File: src/rtl/ahb_bus_arbiter.sv
// AHB-lite bus arbiter: round-robin grant of one subordinate port among NUM_MGR managers.
// The grant is held for a whole burst, and the owner's address and data phases are muxed out.
module ahb_bus_arbiter #(
    parameter int NUM_MGR    = 4,
    parameter int ADDR_WIDTH = 32,
    parameter int DATA_WIDTH = 32
) (
    input  logic                          clk,
    input  logic                          HRESET,
    input  logic [NUM_MGR-1:0]            m_req,
    input  logic [2*NUM_MGR-1:0]          m_htrans,
    input  logic [ADDR_WIDTH*NUM_MGR-1:0] m_haddr,
    input  logic [3*NUM_MGR-1:0]          m_hburst,
    input  logic [3*NUM_MGR-1:0]          m_hsize,
    input  logic [NUM_MGR-1:0]            m_hwrite,
    input  logic [DATA_WIDTH*NUM_MGR-1:0] m_hwdata,
    output logic [NUM_MGR-1:0]            m_grant,
    output logic [1:0]                    HTRANS,
    output logic [ADDR_WIDTH-1:0]         HADDR,
    output logic [2:0]                    HBURST,
    output logic [2:0]                    HSIZE,
    output logic                          HWRITE,
    output logic [DATA_WIDTH-1:0]         HWDATA,
    input  logic                          HREADY,
    input  logic                          HRESP,
    output logic [2:0]                    data_owner
);
    localparam logic [1:0] TR_IDLE   = 2'b00;
    localparam logic [1:0] TR_NONSEQ = 2'b10;

    typedef enum logic [1:0] {ARB = 2'd0, OWN = 2'd1, BURST = 2'd2} state_t;

    state_t                 state, state_nxt;
    logic [NUM_MGR-1:0]     grant_nxt;
    logic [2:0]             last_owner, last_owner_nxt, winner;
    logic                   win_found;
    logic [4:0]             beat_cnt, beat_cnt_nxt, burst_len, burst_len_nxt, nonseq_len;
    logic                   is_incr, is_incr_nxt;
    logic                   arb_en;
    logic                   active, owner_req, beat, drop_grant;
    logic [1:0]             own_htrans;
    logic [ADDR_WIDTH-1:0]  own_haddr;
    logic [2:0]             own_hburst, own_hsize;
    logic                   own_hwrite;

    // Round-robin search: first requester at distance 1..NUM_MGR after last_owner.
    always_comb begin
        winner    = last_owner;
        win_found = 1'b0;
        for (int d = 1; d <= NUM_MGR; d++) begin
            for (int j = 0; j < NUM_MGR; j++) begin
                if (!win_found && m_req[j] &&
                    (int'(last_owner) + d == j || int'(last_owner) + d == j + NUM_MGR)) begin
                    winner    = 3'(j);
                    win_found = 1'b1;
                end
            end
        end
    end

    always_comb begin
        owner_req  = 1'b0;
        own_htrans = TR_IDLE;
        own_haddr  = '0;
        own_hburst = '0;
        own_hsize  = '0;
        own_hwrite = 1'b0;
        HWDATA     = '0;
        for (int i = 0; i < NUM_MGR; i++) begin
            if (last_owner == 3'(i)) begin
                owner_req  = m_req[i];
                own_htrans = m_htrans[2*i +: 2];
                own_haddr  = m_haddr[ADDR_WIDTH*i +: ADDR_WIDTH];
                own_hburst = m_hburst[3*i +: 3];
                own_hsize  = m_hsize[3*i +: 3];
                own_hwrite = m_hwrite[i];
            end
            if (data_owner == 3'(i)) HWDATA = m_hwdata[DATA_WIDTH*i +: DATA_WIDTH];
        end
    end

    assign active = |m_grant;
    assign HTRANS = active ? own_htrans : TR_IDLE;
    assign HADDR  = active ? own_haddr : '0;
    assign HBURST = active ? own_hburst : 3'd0;
    assign HSIZE  = active ? own_hsize : 3'd0;
    assign HWRITE = active & own_hwrite;
    assign beat   = HREADY & HTRANS[1];

    // INCR (1) shares the 16-beat cap with INCR16/WRAP16.
    always_comb begin
        case (HBURST)
            3'd0:       nonseq_len = 5'd1;
            3'd2, 3'd3: nonseq_len = 5'd4;
            3'd4, 3'd5: nonseq_len = 5'd8;
            default:    nonseq_len = 5'd16;
        endcase
    end

    always_comb begin
        state_nxt      = state;
        grant_nxt      = m_grant;
        last_owner_nxt = last_owner;
        beat_cnt_nxt   = beat_cnt;
        burst_len_nxt  = burst_len;
        is_incr_nxt    = is_incr;
        drop_grant     = 1'b0;
        case (state)
            ARB: begin
                if (arb_en && HREADY && win_found) begin
                    state_nxt      = OWN;
                    last_owner_nxt = winner;
                    beat_cnt_nxt   = '0;
                    for (int j = 0; j < NUM_MGR; j++) grant_nxt[j] = (winner == 3'(j));
                end
            end
            OWN: begin
                if (HREADY) begin
                    if (HRESP) drop_grant = 1'b1;
                    else if (HTRANS == TR_NONSEQ) begin
                        beat_cnt_nxt  = 5'd1;
                        burst_len_nxt = nonseq_len;
                        is_incr_nxt   = (HBURST == 3'd1);
                        if (nonseq_len == 5'd1) drop_grant = 1'b1;
                        else state_nxt = BURST;
                    end else if (!owner_req) drop_grant = 1'b1;
                end
            end
            BURST: begin
                if (HREADY) begin
                    if (HRESP) drop_grant = 1'b1;
                    else if (beat && (beat_cnt + 5'd1 == burst_len)) drop_grant = 1'b1;
                    else if (is_incr && (HTRANS == TR_IDLE || !owner_req)) drop_grant = 1'b1;
                    else if (beat) beat_cnt_nxt = beat_cnt + 5'd1;
                end
            end
            default: drop_grant = 1'b1;
        endcase
        if (drop_grant) begin
            state_nxt    = ARB;
            grant_nxt    = '0;
            beat_cnt_nxt = '0;
        end
    end

    // arb_en holds off the first grant until the second edge after reset release.
    always_ff @(posedge clk or posedge HRESET) begin
        if (HRESET) begin
            state      <= ARB;
            m_grant    <= '0;
            last_owner <= 3'(NUM_MGR - 1);
            beat_cnt   <= '0;
            burst_len  <= '0;
            is_incr    <= 1'b0;
            arb_en     <= 1'b0;
            data_owner <= '0;
        end else begin
            state      <= state_nxt;
            m_grant    <= grant_nxt;
            last_owner <= last_owner_nxt;
            beat_cnt   <= beat_cnt_nxt;
            burst_len  <= burst_len_nxt;
            is_incr    <= is_incr_nxt;
            arb_en     <= 1'b1;
            if (HREADY && active) data_owner <= last_owner;
        end
    end
endmodule

File: config.mk
export PLATFORM = sky130hd
export DESIGN_NAME = ahb_bus_arbiter
export DESIGN_NICKNAME = d
export VERILOG_FILES = /design/src/rtl/ahb_bus_arbiter.sv
export SDC_FILE = /design/constraint.sdc
export NUM_CORES = 1
export LEC_CHECK = 0
export CELL_PAD_IN_SITES_DETAIL_PLACEMENT = 2
export CELL_PAD_IN_SITES_GLOBAL_PLACEMENT = 2
export CORE_ASPECT_RATIO = 0.6
export CORE_MARGIN = 2
export CORE_UTILIZATION = 13
export DETAILED_ROUTE_END_ITERATION = 8
export PLACE_DENSITY_LB_ADDON = 0.1
export RECOVER_POWER = 100
export REMOVE_ABC_BUFFERS = 1
export SETUP_SLACK_MARGIN = 0.15
export SYNTH_ARGS = -nofsm -noshare
export SYNTH_HDL_FRONTEND = slang
export SYNTH_SLANG_ARGS = --single-unit
File: constraint.sdc
create_clock -name clk -period 3.05 [get_ports clk]
set_input_delay 0.61 -clock clk [delete_from_list [all_inputs] [get_ports clk]]
set_output_delay 0.61 -clock clk [all_outputs]
set_load 0.01 [all_outputs]
==> results_dict.tcl, run 1 <==
set metrics [dict create \
    critPathKind "input port to output pin" \
    drt_wl_total_um 31300 \
    ys_types 72 \
    drt_iter0_drc 144 \
    layout-drive-gt1-share_pct 18.0 \
    path_max_fanout 1 \
    status "complete, but fails checks" \
    finalHoldViolCount 0 \
    pwr_density_cell_nw_per_um2 896 \
    row_count 50 \
    setup_violations 0 \
    synth_seq_cells 23 \
    timing.hold.ws_ns 0.501 \
    p_total_mw 8.36 \
    period_needed_ns 2.93 \
    fin_util_pct 30.0 \
    async_flop_share_pct 100 \
    yosysMostFrequentCell "nand2_1" \
    tightest_slew_ns 1.54 \
    grt_first_pass_wirelength_um 44500 \
    crit_arrival_ns 2.32 \
    antenna_found_initial 7 \
    routabilityCongestion 0.948 \
    clock_sinks 23 \
    grt_usage_pct 18.1 \
    post_drt_wl_per_cell_um 23.2 \
    endpoint_kind "output pin" \
    cp_data_required_time_ns 2.44 \
    route.vias.total 5990 \
    max_freq_mhz 341 \
    p_leak_nw 3.74 \
    cts_tree "done" \
    synth_flop_cell "dfrtp_1" \
    syn_avg_cell_area_um2 7.98 \
    violations "capacitance limit, slew limit" \
    path_clk_slew_ns 0.07 \
    grt_max_degree 38 \
    via_per_inst 4.44 \
    maxSlewViolCount 24 \
    skew_ns 0.00318 \
    core-area_um2 31100 \
    fp.dieW_um 233 \
    rsz0062_at_grt "true" \
    io-pin-count 380 \
    cp-start-kind "input port" \
    drt-pass1-iter-count 4 \
    ys_warn_count 0 \
    cts_hold_buffers 0 \
    max_slew_margin_pct -2.43 \
    dp_hpwl_um 25300 \
    drtAntennaViolNets 0 \
    cts_made_buffers 3 \
    syn2layout_area_growth_pct 128 \
    synth.area.top_cells "mux4_2 (18%), dfrtp_1 (13%), mux2i_1 (9.5%)" \
    grt_pass1_vias 6723 \
    clockBufferDepth 2 \
    io_buffers 379 \
    synthTopCellsByCount "nand2_1 (61), nor2_1 (56), o21ai_0 (46)" \
    synth_cells 513 \
    synth_area_leader_cell "mux4_2" \
    fin_nets 1237 \
    overflow 0 \
    root_buffer "clkbuf_16" \
    die_y_um 141 \
    synth_top_area_share_pct 17.6 \
    hold_class "flop to flop" \
    ys_seq_area_share_pct 14.1 \
    max_cap_viol_count 1 \
    initial_core_util_pct 13.2 \
    die_area_um2 33000 \
    peakVddDrop_v 0.000559 \
    clk_latency_ns 0.27 \
    htreeDepth 1 \
    finalCritPeriodShare_pct 96.2 \
    synth.cell_area_um2 4090 \
    synth_edf_count 0 \
    drc 0 \
]
[power by group]
part / total (mW) / switching [mW] / internal [mW]
registers: 0.539 / 0.128 / 0.411
logic: 7.51 / 3.83 / 3.68
clock network: 0.306 / 0.127 / 0.179
[cell type report]
class / count / area [um^2]
Fill cell: 3467 / 21800
Sequential cell: 23 / 583
Timing Repair Buffer: 457 / 4540
Clock buffer: 4 / 78.8
Inverter: 14 / 52.6
Multi-Input combinational cell: 433 / 3540
Tap cell: 416 / 520
Antenna cell: 2 / 5.00
[cells in the final DEF, fill, tap and decap left out, drive strengths merged, types with 3 or more instances in the layout]
cell type,instances
or2,3
dlygate4sd2,27
a221oi,5
clkdlybuf4s25,4
clkdlybuf4s50,314
nor2,56
mux2,4
mux2i,39
ha,5
buf,70
inv,14
dlygate4sd3,24
a22oi,38
a21oi,8
and2,3
o21bai,3
nand2b,6
a211oi,7
clkbuf,18
dfrtp,21
or3,4
nor2b,39
o21ai,48
xnor2,3
nor3,8
mux4,32
nor4,3
o31ai,3
nand2,61
nand3,7
o21a,3
[worst paths after layout]
path	startpoint	slack, ns	cells after the start	end
max	m_hwdata[96]	0.12	4	HWDATA[0]
min in group asynchronous	HRESET	1.31	3	m_grant[3]
max reg2reg	last_owner[0]	0.14	9	beat_cnt[2]
min	data_owner[2]	0.50	2	data_owner[2]
min reg2reg	data_owner[2]	0.50	2	data_owner[2]
max in group asynchronous	HRESET	0.74	3	data_owner[0]
[what timing repair did]
action | CTS | global route
resized for setup | 65 | 57
gates cloned | 2 | 2
setup buffers | 15 | 8
pin swaps | 4 | 13
setup endpoints to repair | 52 | 43
[sequential cells by signal (all words and copies together), names as in the netlist]
register	count
burst_len	4
arb_en	1
beat_cnt	5
m_grant	4
data_owner	3
last_owner	3
state	2
is_incr	1
[cells by family (layout without fill, tap and decap cells)]
logic type / count (synthesis) / after routing / synth area share [%]
AND/OR/NAND/NOR: 200 / 200 / 23.8
AO/OA/AOI/OAI: 148 / 148 / 25.6
multiplexers: 75 / 75 / 28.3
buffers and inverters: 57 / 475 / 5.59
flip-flops: 23 / 23 / 14.1
adder cells (fa/ha/maj): 5 / 5 / 1.53
XOR/XNOR: 4 / 4 / 0.856
other: 1 / 3 / 0.0916
[worst max-delay path, cell delays in order]
cell	delay, ns
clkdlybuf4s50_1	0.41
mux4_2	0.49
nor2b_1	0.16
dlygate4sd3_1	0.65
[stage by stage]
| step | setup TNS (ns) | instances | instance area (um^2) | setup slack [ns] |
|---|---|---|---|---|
| finish | 0 | 1349 | 9330 | 0.117 |
| global route | 0 | 1347 | 9320 | 0.0546 |
| floorplan | -78.34 | 470 | 3920 | -1.82 |
| global placement | -0.0416 | 1316 | 8730 | -0.0392 |
| detailed placement | -0.942 | 1316 | 8730 | -0.140 |
| CTS | 0 | 1337 | 9080 | 0.0618 |
[per-layer routing]
layer	track usage [%]	part of all wire (%)	up-vias
met5	0	0.25	-
met3	5.16	7.5	28
met4	2.41	1.2	10
met1	21.7	42	2943
li1	-	-	2781
met2	32.6	49	228
No activity file was read; power rests on OpenSTA's default activity.
==> inputs of run 2 (changes only) <==
--- a/config.mk
+++ b/config.mk
@@ -5,11 +5,11 @@
 export SDC_FILE = /design/constraint.sdc
 export NUM_CORES = 1
 export LEC_CHECK = 0
-export CELL_PAD_IN_SITES_DETAIL_PLACEMENT = 2
-export CELL_PAD_IN_SITES_GLOBAL_PLACEMENT = 2
+export CELL_PAD_IN_SITES_DETAIL_PLACEMENT = 1
+export CELL_PAD_IN_SITES_GLOBAL_PLACEMENT = 1
 export CORE_ASPECT_RATIO = 0.6
 export CORE_MARGIN = 2
-export CORE_UTILIZATION = 13
+export CORE_UTILIZATION = 18
 export DETAILED_ROUTE_END_ITERATION = 8
 export PLACE_DENSITY_LB_ADDON = 0.1
 export RECOVER_POWER = 100
@@ -18,3 +18,4 @@
 export SYNTH_ARGS = -nofsm -noshare
 export SYNTH_HDL_FRONTEND = slang
 export SYNTH_SLANG_ARGS = --single-unit
+export TNS_END_PERCENT = 20
==> run 2 against run 1 <==
Against the previous run: the flow now finishes without violations; die area is 27% lower; worst hold slack worse by 0.018 ns; via count is 3.5% lower; combinational power fell by 7.9%; clock-buffer cell count decreased by 1; sequential power fell by 0.7%; critical path depth is 5 higher; first-iteration DRC count is 56% higher; power down 7.2%; core utilization is 9.6 points higher; non-clock buffer count decreased by 38.
==> results_dict.tcl, run 2 (synthesis gave the netlist of run 1 again) <==
set metrics [dict create \
    top_register "beat_cnt" \
    io-pin-count 380 \
    drtAntennaViolNets 0 \
    grt_max_degree 38 \
    critPathKind "flop to output pin" \
    grt_first_pass_wirelength_um 38800 \
    peakVddDrop_v 0.000414 \
    path_clk_slew_ns 0.06 \
    via_per_inst 4.79 \
    drt-pass1-iter-count 4 \
    drc 0 \
    grt_pass1_vias 6456 \
    p_total_mw 7.75 \
    max_slew_margin_pct 51.5 \
    dp_hpwl_um 22100 \
    mostFrequentLayoutCells "clkdlybuf4s50_1 (342), nand2_1 (59), nor2_1 (54), o21ai_0 (45), mux2i_1 (39)" \
    skew_ns 0.00409 \
    die_area_um2 24000 \
    clock_sinks 23 \
    largest_reg_flops 5 \
    rsz0062_at_grt "true" \
    antenna_found_initial 7 \
    hold_class "flop to flop" \
    path_cells "inv_1, nor2_2, ha_4, buf_12, nor2_4, buf_4, a22oi_1, nor2_1, clkdlybuf4s50_1" \
    overflow 0 \
    cp_data_required_time_ns 2.44 \
    maxSlewViolCount 0 \
    pwr_density_cell_nw_per_um2 882 \
    final_common_cell "clkdlybuf4s50_1" \
    row_count 42 \
    core-area_um2 22200 \
    cp-start-kind "flop" \
    htreeDepth 1 \
    fp.dieW_um 199 \
    finalHoldViolCount 0 \
    drt_iter0_drc 224 \
    cts_made_buffers 3 \
    post_drt_wl_per_cell_um 22.1 \
    fin_nets 1199 \
    clk_latency_ns 0.26 \
    max_freq_mhz 334 \
    largestRegisters "beat_cnt (5), burst_len (4), m_grant (4)" \
    tns_ns 0 \
    crit_arrival_ns 2.38 \
    cts_tree "done" \
    syn2layout_area_growth_pct 115 \
    timing.hold.ws_ns 0.483 \
    finalCritPeriodShare_pct 98.2 \
    period_needed_ns 2.99 \
    clockBufferDepth 2 \
    endpoint_kind "output pin" \
    tightest_slew_ns 0.725 \
    status "finished, final reports clean" \
    slowest_stage "dfstp_2" \
    max_cap_viol_count 0 \
    slowest_delay_ns 0.56 \
    die_y_um 121 \
    io_buffers 379 \
    grt_usage_pct 21.4 \
    root_buffer "clkbuf_16" \
    setup_violations 0 \
    drt_wl_total_um 26700 \
    initial_core_util_pct 18.5 \
    route.vias.total 5779 \
    layout-drive-gt1-share_pct 12.9 \
    path_delay_family "buffers and inverters" \
    routabilityCongestion 0.896 \
    p_leak_nw 3.76 \
    path_buf_inv 4 \
    path_max_fanout 19 \
]
-- run 2: changes by cell type in the layout (fill, tap and decap cells not counted), sizes merged, moves of 4 or more --
cell,delta
clkdlybuf4s50,+28
dlymetal6s2s,+19
dlygate4sd3,-18
buf,-33
dlygate4sd2,-21
diode,+4
clkbuf,-10
-- run 2: final timing paths --
kind,slack [ns],to,startpoint,cells after the start
hold / removal,0.48,data_owner[2],data_owner[2],2
setup / recovery,0.06,HADDR[24],last_owner[0],9
setup reg to reg,0.26,m_grant[0],last_owner[0],9
hold reg to reg,0.48,data_owner[2],data_owner[2],2
min in group asynchronous,0.90,beat_cnt[3],HRESET,2
max in group asynchronous,1.31,beat_cnt[0],HRESET,3
-- run 2: worst reg2reg max path: stages (launching register included) --
cell and delay (ns):
dfstp_2 0.56, buf_12 0.16, buf_4 0.27, nor4_1 0.11, a221oi_1 0.32, or2_2 0.21
o31a_1 0.21, nand2_1 0.17, or3_1 0.42, a211oi_1 0.27
-- run 2: layer usage --
metal	vias to the layer above	global-route usage (%)	wire, um
li1	2703	-	-
met1	2833	23.9	10300
met2	221	40.5	13800
met3	20	5.66	2160
met4	2	5.04	385
met5	-	0	13
-- run 2: area by class of cell --
cell class	count	area, um^2
Sequential cell	23	579
Antenna cell	6	15.0
Fill cell	2580	13400
Clock inverter	1	5.00
Tap cell	308	385
Multi-Input combinational cell	433	3420
Inverter	14	52.6
Clock buffer	3	75.1
Timing Repair Buffer	419	4250
-- run 2: repair_timing --
item | 4_1_cts | 5_1_grt
gates resized for setup | 24 | 41
setup buffers | 9 | 0
setup endpoints to repair | 44 | 46
hold buffers | 0 | 0
gates cloned | 1 | 0
pin swaps | 2 | 2
-- run 2: power by group --
group | switching [mW] | internal, mW | total, mW
clock network | 0.116 | 0.177 | 0.293
logic | 3.52 | 3.41 | 6.92
registers | 0.128 | 0.407 | 0.535
total | 3.76 | 3.99 | 7.75
-- run 2: stage by stage --
step	setup slack, ns	instances	cell area [um^2]	util, %
floorplan	-1.82	470	3920	-
global placement	-0.0284	1187	8410	37.9
detailed placement	-0.0804	1187	8410	37.9
CTS	0.0206	1201	8660	39.1
global route	-0.0260	1207	8790	39.6
finish	0.0557	1207	8790	39.6
==> inputs of run 3 (changes only) <==
--- a/config.mk
+++ b/config.mk
@@ -10,8 +10,9 @@
 export CORE_ASPECT_RATIO = 0.6
 export CORE_MARGIN = 2
 export CORE_UTILIZATION = 18
+export CTS_CLUSTER_SIZE = 14
 export DETAILED_ROUTE_END_ITERATION = 8
-export PLACE_DENSITY_LB_ADDON = 0.1
+export PLACE_DENSITY = 0.79
 export RECOVER_POWER = 100
 export REMOVE_ABC_BUFFERS = 1
 export SETUP_SLACK_MARGIN = 0.15
==> run 3 against run 2 <==
Against the previous run: critical path depth shrank 1; fmax up 2.2%; flip-flop and latch count is the same; core utilization up 1.5 points; largest cell class unchanged; largest power group unchanged; highest routed layer unchanged.
==> results_dict.tcl, run 3 (synthesis gave the netlist of run 1 again) <==
set metrics [dict create \
    status "finished, final reports clean" \
    grt_pass1_vias 6289 \
    core-area_um2 22200 \
    largestRegisters "beat_cnt (5), burst_len (4), m_grant (4)" \
    htreeDepth 1 \
    max_slew_margin_pct 36.5 \
    pwr_density_cell_nw_per_um2 907 \
    layout-drive-gt1-share_pct 16.1 \
    cp-start-kind "flop" \
    fp.dieW_um 199 \
    die_y_um 121 \
    routabilityCongestion 0.876 \
    finalHoldViolCount 0 \
    grt_max_degree 38 \
    row_count 42 \
    clockBufferDepth 2 \
    cp_data_required_time_ns 2.44 \
    route.vias.total 5870 \
    largest_reg_flops 5 \
    min-delay-start "is_incr" \
    mostFrequentLayoutCells "clkdlybuf4s50_1 (333), nand2_1 (58), nor2_1 (52), o21ai_0 (45)" \
    path_max_fanout 12 \
    r2r_slack_ns 0.20 \
    clock_sinks 23 \
    cts_made_buffers 3 \
    initial_core_util_pct 18.5 \
    finalCritPeriodShare_pct 96.1 \
    placed_cells 1191 \
    tns_ns 0 \
    period_needed_ns 2.93 \
    io_buffers 379 \
    clk_latency_ns 0.26 \
    grt_first_pass_wirelength_um 37400 \
    multi_input_area_um2 3550 \
    die_area_um2 24000 \
    dp_hpwl_um 20400 \
    setup_ws_ns 0.119 \
    io-pin-count 380 \
    timing.hold.ws_ns 0.504 \
    post_drt_wl_per_cell_um 20.9 \
    fin_util_pct 41.1 \
    drt-pass1-iter-count 4 \
    maxSlewViolCount 0 \
    rsz0062_at_grt "true" \
    setup_violations 0 \
    skew_ns 0.00452 \
    fillers 2598 \
    antenna_found_initial 9 \
    via_per_inst 4.80 \
    root_buffer "clkbuf_16" \
    max_freq_mhz 341 \
    max_cap_viol_count 0 \
    drtAntennaViolNets 0 \
    overflow 0 \
    regToRegStartpoint "last_owner[1]" \
    critPathKind "flop to output pin" \
    final_common_cell "clkdlybuf4s50_1" \
    syn2layout_area_growth_pct 123 \
    drc 0 \
    p_leak_nw 4.05 \
    grt_usage_pct 20.7 \
    drt_iter0_drc 179 \
    top_register "beat_cnt" \
    crit_arrival_ns 2.32 \
    fin_nets 1214 \
    regArea_um2 583 \
    hold_depth 2 \
    r2r_cells 11 \
    endpoint_kind "output pin" \
    hold_class "flop to flop" \
    critPathLaunch "last_owner[1]" \
    instances_no_fill 1222 \
    tightest_slew_ns 0.952 \
    drt_wl_total_um 25500 \
    cts_hold_buffers 0 \
    path_clk_slew_ns 0.06 \
    cts_tree "done" \
    pre_cts_ws_ns -0.0589 \
    peakVddDrop_v 0.000593 \
]
==> run 3: cell types whose count changed in the layout (fill, tap and decap cells not counted), moves of 2 or more <==
cell / previous run / this run
buf_4: 26 / 38
dlymetal6s2s_1: 21 / 31
clkdlybuf4s50_1: 342 / 333
buf_16: 0 / 4
a22oi_1: 34 / 37
a22oi_2: 4 / 1
buf_12: 8 / 6
clkbuf_1: 4 / 2
inv_1: 13 / 11
inv_2: 1 / 3
nor2_1: 54 / 52
nor2_2: 1 / 3
==> run 3: critical path, stage by stage, from the launching register on <==
cell and delay (ns):
dfstp_4 0.62, buf_4 0.13, buf_16 0.14, buf_4 0.16, mux2i_1 0.19, o21ai_0 0.09
a22oi_1 0.18, nor2_1 0.06, clkdlybuf4s50_1 0.48
==> run 3: worst paths after layout <==
path / endpoint
max: HADDR[29]
max in group asynchronous: last_owner[0]
min: is_incr
max reg2reg: beat_cnt[2]
min reg2reg: is_incr
min in group asynchronous: m_grant[1]
==> run 3: area by class of cell <==
class | instances | area share [%]
multi-input combinational | 433 | 38.9
sequential | 23 | 6.39
clock buffer | 4 | 0.864
inverter | 14 | 0.576
antenna | 6 | 0.165
tap | 308 | 4.22
timing repair buffer | 434 | 48.9
==> run 3: through the flow <==
stage	total power, mW	instance area (um^2)
after global placement	7.20	8460
final	8.28	9130
after detailed placement	7.33	8460
after global routing	8.88	9130
after floorplan	3.75	3920
after CTS	8.19	8860
==> run 3: repair_timing <==
item                       in CTS  in global routing
cloned                          4                  0
buffers inserted               15                  2
gates resized for setup        31                 71
setup endpoints to repair      52                 48
pin swaps                       4                 15
==> run 3: report_power, final <==
group          switching [mW]  total, mW  leakage (nW)  internal, mW
sequential              0.105      0.516         0.304         0.411
combinational            3.74       7.47          3.70          3.73
clock                   0.111      0.290        0.0382         0.179
==> run 3: layer usage <==
layer / wire length (um) / GRT usage, % / up-vias
met5: 23 / 0 / -
met4: 681 / 6.86 / 4
met3: 2390 / 6.14 / 36
met2: 12600 / 36.3 / 256
met1: 9810 / 24.0 / 2834
li1: - / - / 2740
